**config.mk**
```make
export PLATFORM = sky130hd
export DESIGN_NAME = mem_access_unit
export DESIGN_NICKNAME = d
export VERILOG_FILES = /design/src/rtl/slc3_mem_pkg.sv /design/src/rtl/mem_access_unit_wait_counter.sv /design/src/rtl/mem_access_unit.sv
export SDC_FILE = /design/constraint.sdc
export NUM_CORES = 1
export LEC_CHECK = 0
export BUFFER_PORTS_ARGS = -buffer_cell sky130_fd_sc_hd__buf_2
export CELL_PAD_IN_SITES_DETAIL_PLACEMENT = 1
export CELL_PAD_IN_SITES_GLOBAL_PLACEMENT = 2
export CORE_AREA = 5 5 97 99
export CTS_CLUSTER_DIAMETER = 100
export DETAILED_ROUTE_END_ITERATION = 12
export DIE_AREA = 0 0 102 104
export GPL_TIMING_DRIVEN = 0
export PLACE_DENSITY_LB_ADDON = 0.1
export SETUP_SLACK_MARGIN = 0.02
export SYNTH_ARGS = -nofsm -noshare
export SYNTH_HDL_FRONTEND = slang
export SYNTH_SLANG_ARGS = --single-unit
```
**constraint.sdc**
```tcl
create_clock -name Clk -period 2.1 [get_ports Clk]
set_clock_uncertainty 0.1 [all_clocks]
set_input_delay 0.21 -clock Clk [delete_from_list [all_inputs] [get_ports Clk]]
set_output_delay 0.21 -clock Clk [all_outputs]
set_load 0.01 [all_outputs]
```
**src/rtl/slc3_mem_pkg.sv**
```systemverilog
// Shared types and defaults for the SLC-3 memory access stage.
// Latency: none; this file holds declarations only.
// Backpressure: none; this file holds declarations only.
package slc3_mem_pkg;

    localparam int ADDR_W_DEF      = 16;
    localparam int DATA_W_DEF      = 16;
    localparam int WAIT_STATES_DEF = 2;
    // Counter covers the full legal wait-state range 0..15.
    localparam int CNT_W           = $clog2(16);

    // Memory-mapped I/O location (switches / hex display).
    localparam logic [15:0] IO_ADDR = 16'hFFFF;

    typedef enum logic [2:0] {
        IDLE,
        ADDR,
        WAIT,
        XFER,
        DONE
    } mem_state_t;

endpackage

```
**src/rtl/mem_access_unit_wait_counter.sv**
```systemverilog
// Down-counter that paces the SRAM wait states.
// Latency: load or decrement takes effect on the next rising edge.
// Backpressure: none; the counter stops at zero and holds until reloaded.
module wait_counter #(
    parameter int CNT_W = 4
) (
    input  logic             clk_i,
    input  logic             rst_ni,
    input  logic             load_i,
    input  logic [CNT_W-1:0] load_val_i,
    input  logic             dec_i,
    output logic             zero_o
);

    logic [CNT_W-1:0] cnt_q, cnt_d;

    // Load has priority over decrement; never wrap below zero.
    always_comb begin
        cnt_d = cnt_q;
        if (load_i) begin
            cnt_d = load_val_i;
        end else if (dec_i && (cnt_q != '0)) begin
            cnt_d = cnt_q - CNT_W'(1);
        end
    end

    // Counter register.
    always_ff @(posedge clk_i or negedge rst_ni) begin
        if (!rst_ni) begin
            cnt_q <= '0;
        end else begin
            cnt_q <= cnt_d;
        end
    end

    assign zero_o = (cnt_q == '0);

endmodule

```
**src/rtl/mem_access_unit.sv**
```systemverilog
// SLC-3 memory stage: latches address in MAR, runs one SRAM access, returns data in MDR.
// Latency: request to done is WAIT_STATES+3 cycles; one request every WAIT_STATES+4 cycles.
// Backpressure: req_ready is high only in IDLE; req_valid while busy is dropped, not queued.
// Optional I/O map at 16'hFFFF (Switches / HEX_reg) is built when MEM_ACCESS_IO_MAP_EN is defined.
module mem_access_unit
    import slc3_mem_pkg::*;
#(
    parameter int WAIT_STATES = WAIT_STATES_DEF,
    parameter int ADDR_W      = ADDR_W_DEF,
    parameter int DATA_W      = DATA_W_DEF
) (
    input  logic              Clk,
    input  logic              Reset_n,
    input  logic              req_valid,
    input  logic              req_write,
    input  logic [ADDR_W-1:0] addr_in,
    input  logic [DATA_W-1:0] wdata_in,
    output logic              req_ready,
    output logic              done,
    output logic [ADDR_W-1:0] MAR_out,
    output logic [DATA_W-1:0] MDR_out,
    output logic [ADDR_W-1:0] MEM_ADDR,
    output logic [DATA_W-1:0] Data_to_SRAM,
    input  logic [DATA_W-1:0] Data_from_SRAM,
    output logic              MEM_CE_n,
    output logic              MEM_OE_n,
    output logic              MEM_WE_n
`ifdef MEM_ACCESS_IO_MAP_EN
    ,
    input  logic [15:0]       Switches,
    output logic [15:0]       HEX_reg
`endif
);

    // Value loaded in ADDR; unused when there are no wait states.
    localparam logic [CNT_W-1:0] CNT_LOAD =
        (WAIT_STATES > 0) ? CNT_W'(WAIT_STATES - 1) : '0;

    mem_state_t        state_q, state_d;
    logic [ADDR_W-1:0] mar_q, mar_d;
    logic [DATA_W-1:0] mdr_q, mdr_d;
    logic              wr_q, wr_d;
    logic              accept;
    logic              cnt_zero;
    logic              busy_sram;

    assign accept = req_valid && (state_q == IDLE);

`ifdef MEM_ACCESS_IO_MAP_EN
    logic        io_hit;
    logic [15:0] hex_q, hex_d;
    assign io_hit  = (addr_in == ADDR_W'(IO_ADDR));
    assign HEX_reg = hex_q;
`endif

    wait_counter #(
        .CNT_W(CNT_W)
    ) u_wait_counter (
        .clk_i      (Clk),
        .rst_ni     (Reset_n),
        .load_i     (state_q == ADDR),
        .load_val_i (CNT_LOAD),
        .dec_i      (state_q == WAIT),
        .zero_o     (cnt_zero)
    );

    // State register; reset aborts any access in flight.
    always_ff @(posedge Clk or negedge Reset_n) begin
        if (!Reset_n) begin
            state_q <= IDLE;
        end else begin
            state_q <= state_d;
        end
    end

    // Next-state: fixed walk ADDR -> WAIT* -> XFER -> DONE, I/O hits jump to DONE.
    always_comb begin
        state_d = state_q;
        case (state_q)
            IDLE: begin
                if (req_valid) begin
                    state_d = ADDR;
`ifdef MEM_ACCESS_IO_MAP_EN
                    if (io_hit) state_d = DONE;
`endif
                end
            end
            ADDR:    state_d = (WAIT_STATES > 0) ? WAIT : XFER;
            WAIT:    if (cnt_zero) state_d = XFER;
            XFER:    state_d = DONE;
            DONE:    state_d = IDLE;
            default: state_d = IDLE;
        endcase
    end

    // Outputs decode from state only, so reset releases the strobes immediately.
    always_comb begin
        busy_sram = (state_q == ADDR) || (state_q == WAIT) || (state_q == XFER);
        req_ready = (state_q == IDLE);
        done      = (state_q == DONE);
        MEM_CE_n  = !busy_sram;
        MEM_OE_n  = !(busy_sram && !wr_q);
        // Write enable waits one cycle after CE for address setup.
        MEM_WE_n  = !(wr_q && ((state_q == WAIT) || (state_q == XFER)));
    end

    // MAR/MDR only move on accept and on read capture in XFER.
    always_comb begin
        mar_d = mar_q;
        mdr_d = mdr_q;
        wr_d  = wr_q;
`ifdef MEM_ACCESS_IO_MAP_EN
        hex_d = hex_q;
`endif
        if (accept) begin
            mar_d = addr_in;
            wr_d  = req_write;
            if (req_write) begin
                mdr_d = wdata_in;
            end
`ifdef MEM_ACCESS_IO_MAP_EN
            if (io_hit) begin
                if (req_write) hex_d = wdata_in;
                else           mdr_d = DATA_W'(Switches);
            end
`endif
        end
        if ((state_q == XFER) && !wr_q) begin
            mdr_d = Data_from_SRAM;
        end
    end

    // Datapath registers.
    always_ff @(posedge Clk or negedge Reset_n) begin
        if (!Reset_n) begin
            mar_q <= '0;
            mdr_q <= '0;
            wr_q  <= 1'b0;
`ifdef MEM_ACCESS_IO_MAP_EN
            hex_q <= '0;
`endif
        end else begin
            mar_q <= mar_d;
            mdr_q <= mdr_d;
            wr_q  <= wr_d;
`ifdef MEM_ACCESS_IO_MAP_EN
            hex_q <= hex_d;
`endif
        end
    end

    assign MAR_out      = mar_q;
    assign MDR_out      = mdr_q;
    assign MEM_ADDR     = mar_q;
    assign Data_to_SRAM = mdr_q;

endmodule

```
==> results.toml, run 1 <==
[run_status]
outcome = "finished clean"

[power]
internal-power_mw = 2.99
power_density_nw_per_um2 = 1550
switching_share = 0.369
seq_power_share = 0.309
power_mw = 4.74
combPwrFrac = 0.583
netSwitchingPower_mw = 1.75
p_leak_nw = 1.57
vdd_drop_max_mv = 0.361
clkPwrFrac = 0.108

[sta]
slew_headroom = 0.384
hold_viol = 0
finalCriticalPeriod_ns = 1.91
rsz0062_at_grt = "false"
timing.final.crit_share = 0.909
fin_tns_setup_ns = 0
drv_slew = 0
max_freq_ghz = 0.524
tightest_slew_ns = 0.923
timing.hold.ws_ns = 0.0433
finalSetupViolCount = 0

[routing]
wl_per_cell_um = 14.2
viasPerCell = 4.17
ant_nets = 0
drt_wl_total_um = 5730
vias = 1690
drc = 0
drtIter0Drc = 18
first_pass_iters = 3

[global_routing]
grt_max_degree = 41
grt_pass1_wl_um = 9050
antenna_found_initial = 0
grt_overflow = 0
first_global_vias = 1788
grt_usage = 0.106

[yosys]
synth_edf_count = 0
synth_most_common_cell = "dfrtp_1"
ys_warn_count = 0
syn-instance-count = 168
yosys_most_used_dff = "dfrtp_1"
syn-num-nets = 222
synth_top_area_share = 0.451
ys_seq_area_frac = 0.451
synth.ff_latch_count = 40
ys_types = 30
synth_area_leaders = "dfrtp_1, mux2_2, mux2_4, buf_4, buf_6"
synthTopCellsByCount = "dfrtp_1, buf_4, mux2_2"
synth_top_cell_by_area = "dfrtp_1"
syn_area_per_cell_um2 = 13.2
netlist_area_um2 = 2220
synthArstFlopShare = 1.00

[setup_path]
end_kind = "flop"
r2r-start = "state_q[1]$_DFFE_PN0P_"
crit_chain = "buf_2, nand3b_1, a21oi_2, buf_6, mux2_4"
critPathMaxFanout = 10
cpPeakStageDelay_ns = 0.41
cp.arrival_ns = 1.98
cp_num_buf_inv = 2
required_ns = 2.17
critical_path.top_delay_family = "buffers and inverters"
r2r_slack_ns = 0.19
critPathSlowestCell = "a21oi_2"
worstSetupStartpointType = "flop"
rr_endpoint = "Data_to_SRAM[13]$_DFFE_PN0P_"
crit_type = "flop to flop"
ff2ff_path_depth = 5

[cts]
cts_setup_buffers = 0
cts_buffer_depth = 2
cts_buffers = 5
clk_latency_ns = 0.29
cts.sink_count = 40
htreeDepth = 2
cts.clk_slew.worst_paths_ns = 0.08
root_buffer = "clkbuf_8"
cts_tree = "done"

[die]
die-height_um = 104
dieArea_um2 = 10600
die_w_um = 102
start_util = 0.262
ios = 121
fp.coreArea_um2 = 8470
num_rows = 34

[placement]
dp_hpwl_um = 4540
place_area_um2 = 2950
port_buffers = 120
gp_congestion = 0.746

[hold_path]
hp-class = "input port to flop"
min_to = "MAR_out[5]$_DFFE_PN0P_"
hold_depth = 2
min_from = "addr_in[5]"

[finish]
fill_cells = 977
num_antenna_cells = 0
final_area_um2 = 3050
fin_util = 0.360
fin_nets = 350
synthToLayoutAreaGrowth_pct = 37.6
drive_above_1_share = 0.744

[run]
cap_violations = 0
==> layer usage <==
layer,GRT usage,wire (µm),up-vias
met5,0,0,-
met4,0.0281,38,0
met3,0.0282,459,8
met2,0.184,2850,65
met1,0.129,2380,820
li1,-,-,797
==> layout by cell type (no fill, tap or decap), types with 2 or more instances in the layout <==
cell and count:
or3_1 3, nand3_1 2, clkinv_2 2, or3b_2 2
nor3b_1 2, a21oi_1 2, inv_1 3, nor3_1 3
and2_1 2, nor2_1 3, ha_1 2, clkbuf_8 5
dfrtp_1 40, mux2_4 20, buf_6 4, mux2_2 29
buf_4 33, nand3b_1 2, nand2_1 2, mux2i_1 2
buf_2 121
==> power by group through the flow <==
stage / combinational [mW] / clock (mW) / sequential (mW)
2_1_floorplan: 1.72 / 0 / 1.58
3_3_place_gp: 2.80 / 0 / 1.48
3_5_place_dp: 2.82 / 0 / 1.49
4_1_cts: 2.83 / 0.551 / 1.48
5_1_grt: 3.00 / 0.577 / 1.53
6_report: 2.77 / 0.512 / 1.47
==> repair_timing <==
action,CTS,global route
setup endpoints to repair,0,0
hold buffers,1,0
gates resized for setup,0,0
endpoints found under the hold margin,40,0
==> kinds of logic after synthesis <==
logic type | Yosys count | synth area share
mux | 51 | 0.292
flops | 40 | 0.451
compound gates | 5 | 0.0147
buf+inv | 43 | 0.150
fa+ha+maj | 2 | 0.0113
xor+xnor | 1 | 0.00395
simple gates | 26 | 0.0773
==> state kept, by name (all words and copies together) (netlist names) <==
signal                flops
MAR_out                  16
u_wait_counter.cnt_q      4
state_q                   3
Data_to_SRAM             16
wr_q                      1
==> worst max path at each step <==
stage | startpoint | end | depth (start not counted)
after floorplan | state_q[0]$_DFFE_PN0P_ | MAR_out[10]$_DFFE_PN0P_ | 6
after CTS | state_q[1]$_DFFE_PN0P_ | Data_to_SRAM[8]$_DFFE_PN0P_ | 5
after global placement | state_q[1]$_DFFE_PN0P_ | Data_to_SRAM[13]$_DFFE_PN0P_ | 5
final | state_q[1]$_DFFE_PN0P_ | Data_to_SRAM[13]$_DFFE_PN0P_ | 5
after detailed placement | state_q[1]$_DFFE_PN0P_ | Data_to_SRAM[8]$_DFFE_PN0P_ | 5
after global routing | state_q[1]$_DFFE_PN0P_ | Data_to_SRAM[13]$_DFFE_PN0P_ | 5
==> worst register-to-register path, stage by stage (launching register included) <==
cell	delay, ns
dfrtp_1	0.38
buf_2	0.22
nand3b_1	0.11
a21oi_2	0.41
buf_6	0.25
mux2_4	0.32
==> layout make-up <==
| class | instances | area, µm² | area share |
|---|---|---|---|
| tap | 108 | 135 | 0.0443 |
| clock buffer | 5 | 68.8 | 0.0226 |
| multi-input combinational | 85 | 885 | 0.290 |
| sequential | 40 | 1000 | 0.328 |
| clock inverter | 3 | 18.8 | 0.00615 |
| timing repair buffer | 121 | 611 | 0.200 |
| buffer | 40 | 322 | 0.105 |
| inverter | 3 | 11.3 | 0.00369 |
==> stage by stage <==
step | setup WS, ns | cells
6_report | 0.190 | 405
5_1_grt | 0.0758 | 405
4_1_cts | 0.162 | 405
3_5_place_dp | 0.172 | 396
3_3_place_gp | 0.179 | 396
2_1_floorplan | 0.267 | 168
No activity file was read; power rests on OpenSTA's default activity.
==> inputs of run 2 (changes only) <==
CORE_AREA = 5 5 94 96   (was 5 5 97 99)
DIE_AREA = 0 0 99 101   (was 0 0 102 104)
clock period = 2.3 ns   (was 2.1 ns; I/O delays follow)
==> run 2 against run 1 <==
The flow now finishes with violations (negative hold slack). Global-route usage is 0.60 points higher. Sequential power is 9% lower. Sequential share of layout area is 0.067 points lower. Worst hold slack worse by 0.065 ns. First-iteration DRC count is 39% higher. Count of clock-buffer cells in the layout is 1 higher. Final cell count is 0.99% lower. Critical path type unchanged. Largest power group unchanged.
==> results.toml, run 2 (same netlist as run 1, synthesis figures left out) <==
[setup_path]
crit_type = "flop to flop"
critPathSlowestCell = "a21oi_2"
cp_num_buf_inv = 2
critPathLaunch = "state_q[1]$_DFFE_PN0P_"
r2r-start = "state_q[1]$_DFFE_PN0P_"
worstSetupStartpointType = "flop"
cpPeakStageDelay_ns = 0.40
critical_path.top_delay_family = "buffers and inverters"
crit_chain = "buf_2, nand3b_1, a21oi_2, buf_6, mux2_4"
cp.arrival_ns = 1.97
critPathMaxFanout = 10
required_ns = 2.38
end_kind = "flop"

[power]
internal-power_mw = 2.84
netSwitchingPower_mw = 1.57
clkPwrFrac = 0.128
vdd_drop_max_mv = 0.422
seq_power_share = 0.304
switching_share = 0.356
p_leak_nw = 1.57
power_density_nw_per_um2 = 1440
combPwrFrac = 0.569

[cts]
cts_setup_buffers = 0
hold_buffers = 0
cts.sink_count = 40
cts.clk_slew.worst_paths_ns = 0.08
cts_buffer_depth = 2
ctsResizeCount = 0
root_buffer = "clkbuf_8"
clk_latency_ns = 0.28
htreeDepth = 2
cts_buffers = 5
cts_tree = "done"

[global_routing]
grt_pass1_wl_um = 9010
grt_overflow = 0
first_global_vias = 1763
grt_usage = 0.112
antenna_found_initial = 0
grt_max_degree = 41

[die]
die-height_um = 101
num_rows = 33
ios = 121
dieArea_um2 = 10000
die_w_um = 99
start_util = 0.278
fp.coreArea_um2 = 7970

[placement]
dp_hpwl_um = 4550
port_buffers = 120
gp_congestion = 0.725

[sta]
drv_slew = 0
rsz0062_at_grt = "false"
timing.hold.ws_ns = -0.0218
finalCriticalPeriod_ns = 1.89
timing.final.crit_share = 0.823
hold_viol = 40
slew_headroom = 0.385
fin_tns_setup_ns = 0
max_freq_ghz = 0.528
finalSetupViolCount = 0
tightest_slew_ns = 0.922

[routing]
viasPerCell = 4.15
drt_wl_total_um = 5770
drc = 0
ant_nets = 0
first_pass_iters = 4
drtIter0Drc = 25
vias = 1663
wl_per_cell_um = 14.4

[finish]
fin_util = 0.384
layout_commonest_cell = "buf_2"
drive_above_1_share = 0.743
final_cell_mix = "buf_2, dfrtp_1, buf_4, mux2_2, mux2_4"
num_antenna_cells = 0
fin_nets = 349
synthToLayoutAreaGrowth_pct = 37.8

[run_status]
outcome = "complete, but fails checks"
failed_checks = "negative hold slack"

[hold_path]
hp-class = "input port to async pin"

[run]
cap_violations = 0
run 2: cell count changes in the layout (fill, tap and decap cells not counted), sizes merged:
cell	delta
bufinv	+1
clkbuf	+1
clkinv	-2
dlygate4sd3	-1
run 2: path summary, 6_finish.rpt:
check	cells after the start	slack [ns]	endpoint
max	5	0.41	Data_to_SRAM[6]$_DFFE_PN0P_
max reg2reg	5	0.41	Data_to_SRAM[6]$_DFFE_PN0P_
min in group Clk	2	0.07	MAR_out[2]$_DFFE_PN0P_
min reg2reg	1	0.42	u_wait_counter.cnt_q[3]$_DFFE_PN0P_
min	1	-0.02	MAR_out[10]$_DFFE_PN0P_
max in group asynchronous	1	1.55	Data_to_SRAM[1]$_DFFE_PN0P_
run 2: final cells by class:
cell class | count | area [µm²]
Inverter | 3 | 11.3
Sequential cell | 40 | 1000
Clock inverter | 2 | 35.0
Buffer | 40 | 322
Multi-Input combinational cell | 85 | 885
Tap cell | 105 | 131
Clock buffer | 6 | 72.6
Fill cell | 913 | 4910
Timing Repair Buffer | 120 | 601
run 2: metal layers:
metal	global-route usage	up-vias	share of wire
met3	0.0311	0	0.066
met5	0	-	0
li1	-	802	-
met1	0.142	800	0.44
met2	0.190	61	0.50
met4	0.0284	0	0
run 2: power groups by stage:
stage	combinational (mW)	sequential, mW	clock, mW
after detailed placement	2.56	1.36	0
final	2.51	1.34	0.563
after floorplan	1.57	1.44	0
after CTS	2.57	1.35	0.589
after global routing	2.73	1.42	0.616
after global placement	2.53	1.35	0
run 2: per-stage QoR:
stage | power [mW] | setup WS [ns] | hold WS (ns) | instances | cell area [µm²]
after floorplan | 3.01 | 0.467 | -0.166 | 168 | 2220
after global placement | 3.89 | 0.364 | 0.341 | 393 | 2950
after detailed placement | 3.92 | 0.358 | 0.329 | 393 | 2950
after CTS | 4.51 | 0.358 | 0.00661 | 401 | 3060
after global routing | 4.76 | 0.241 | 0.0521 | 401 | 3060
final | 4.42 | 0.407 | -0.0218 | 401 | 3060
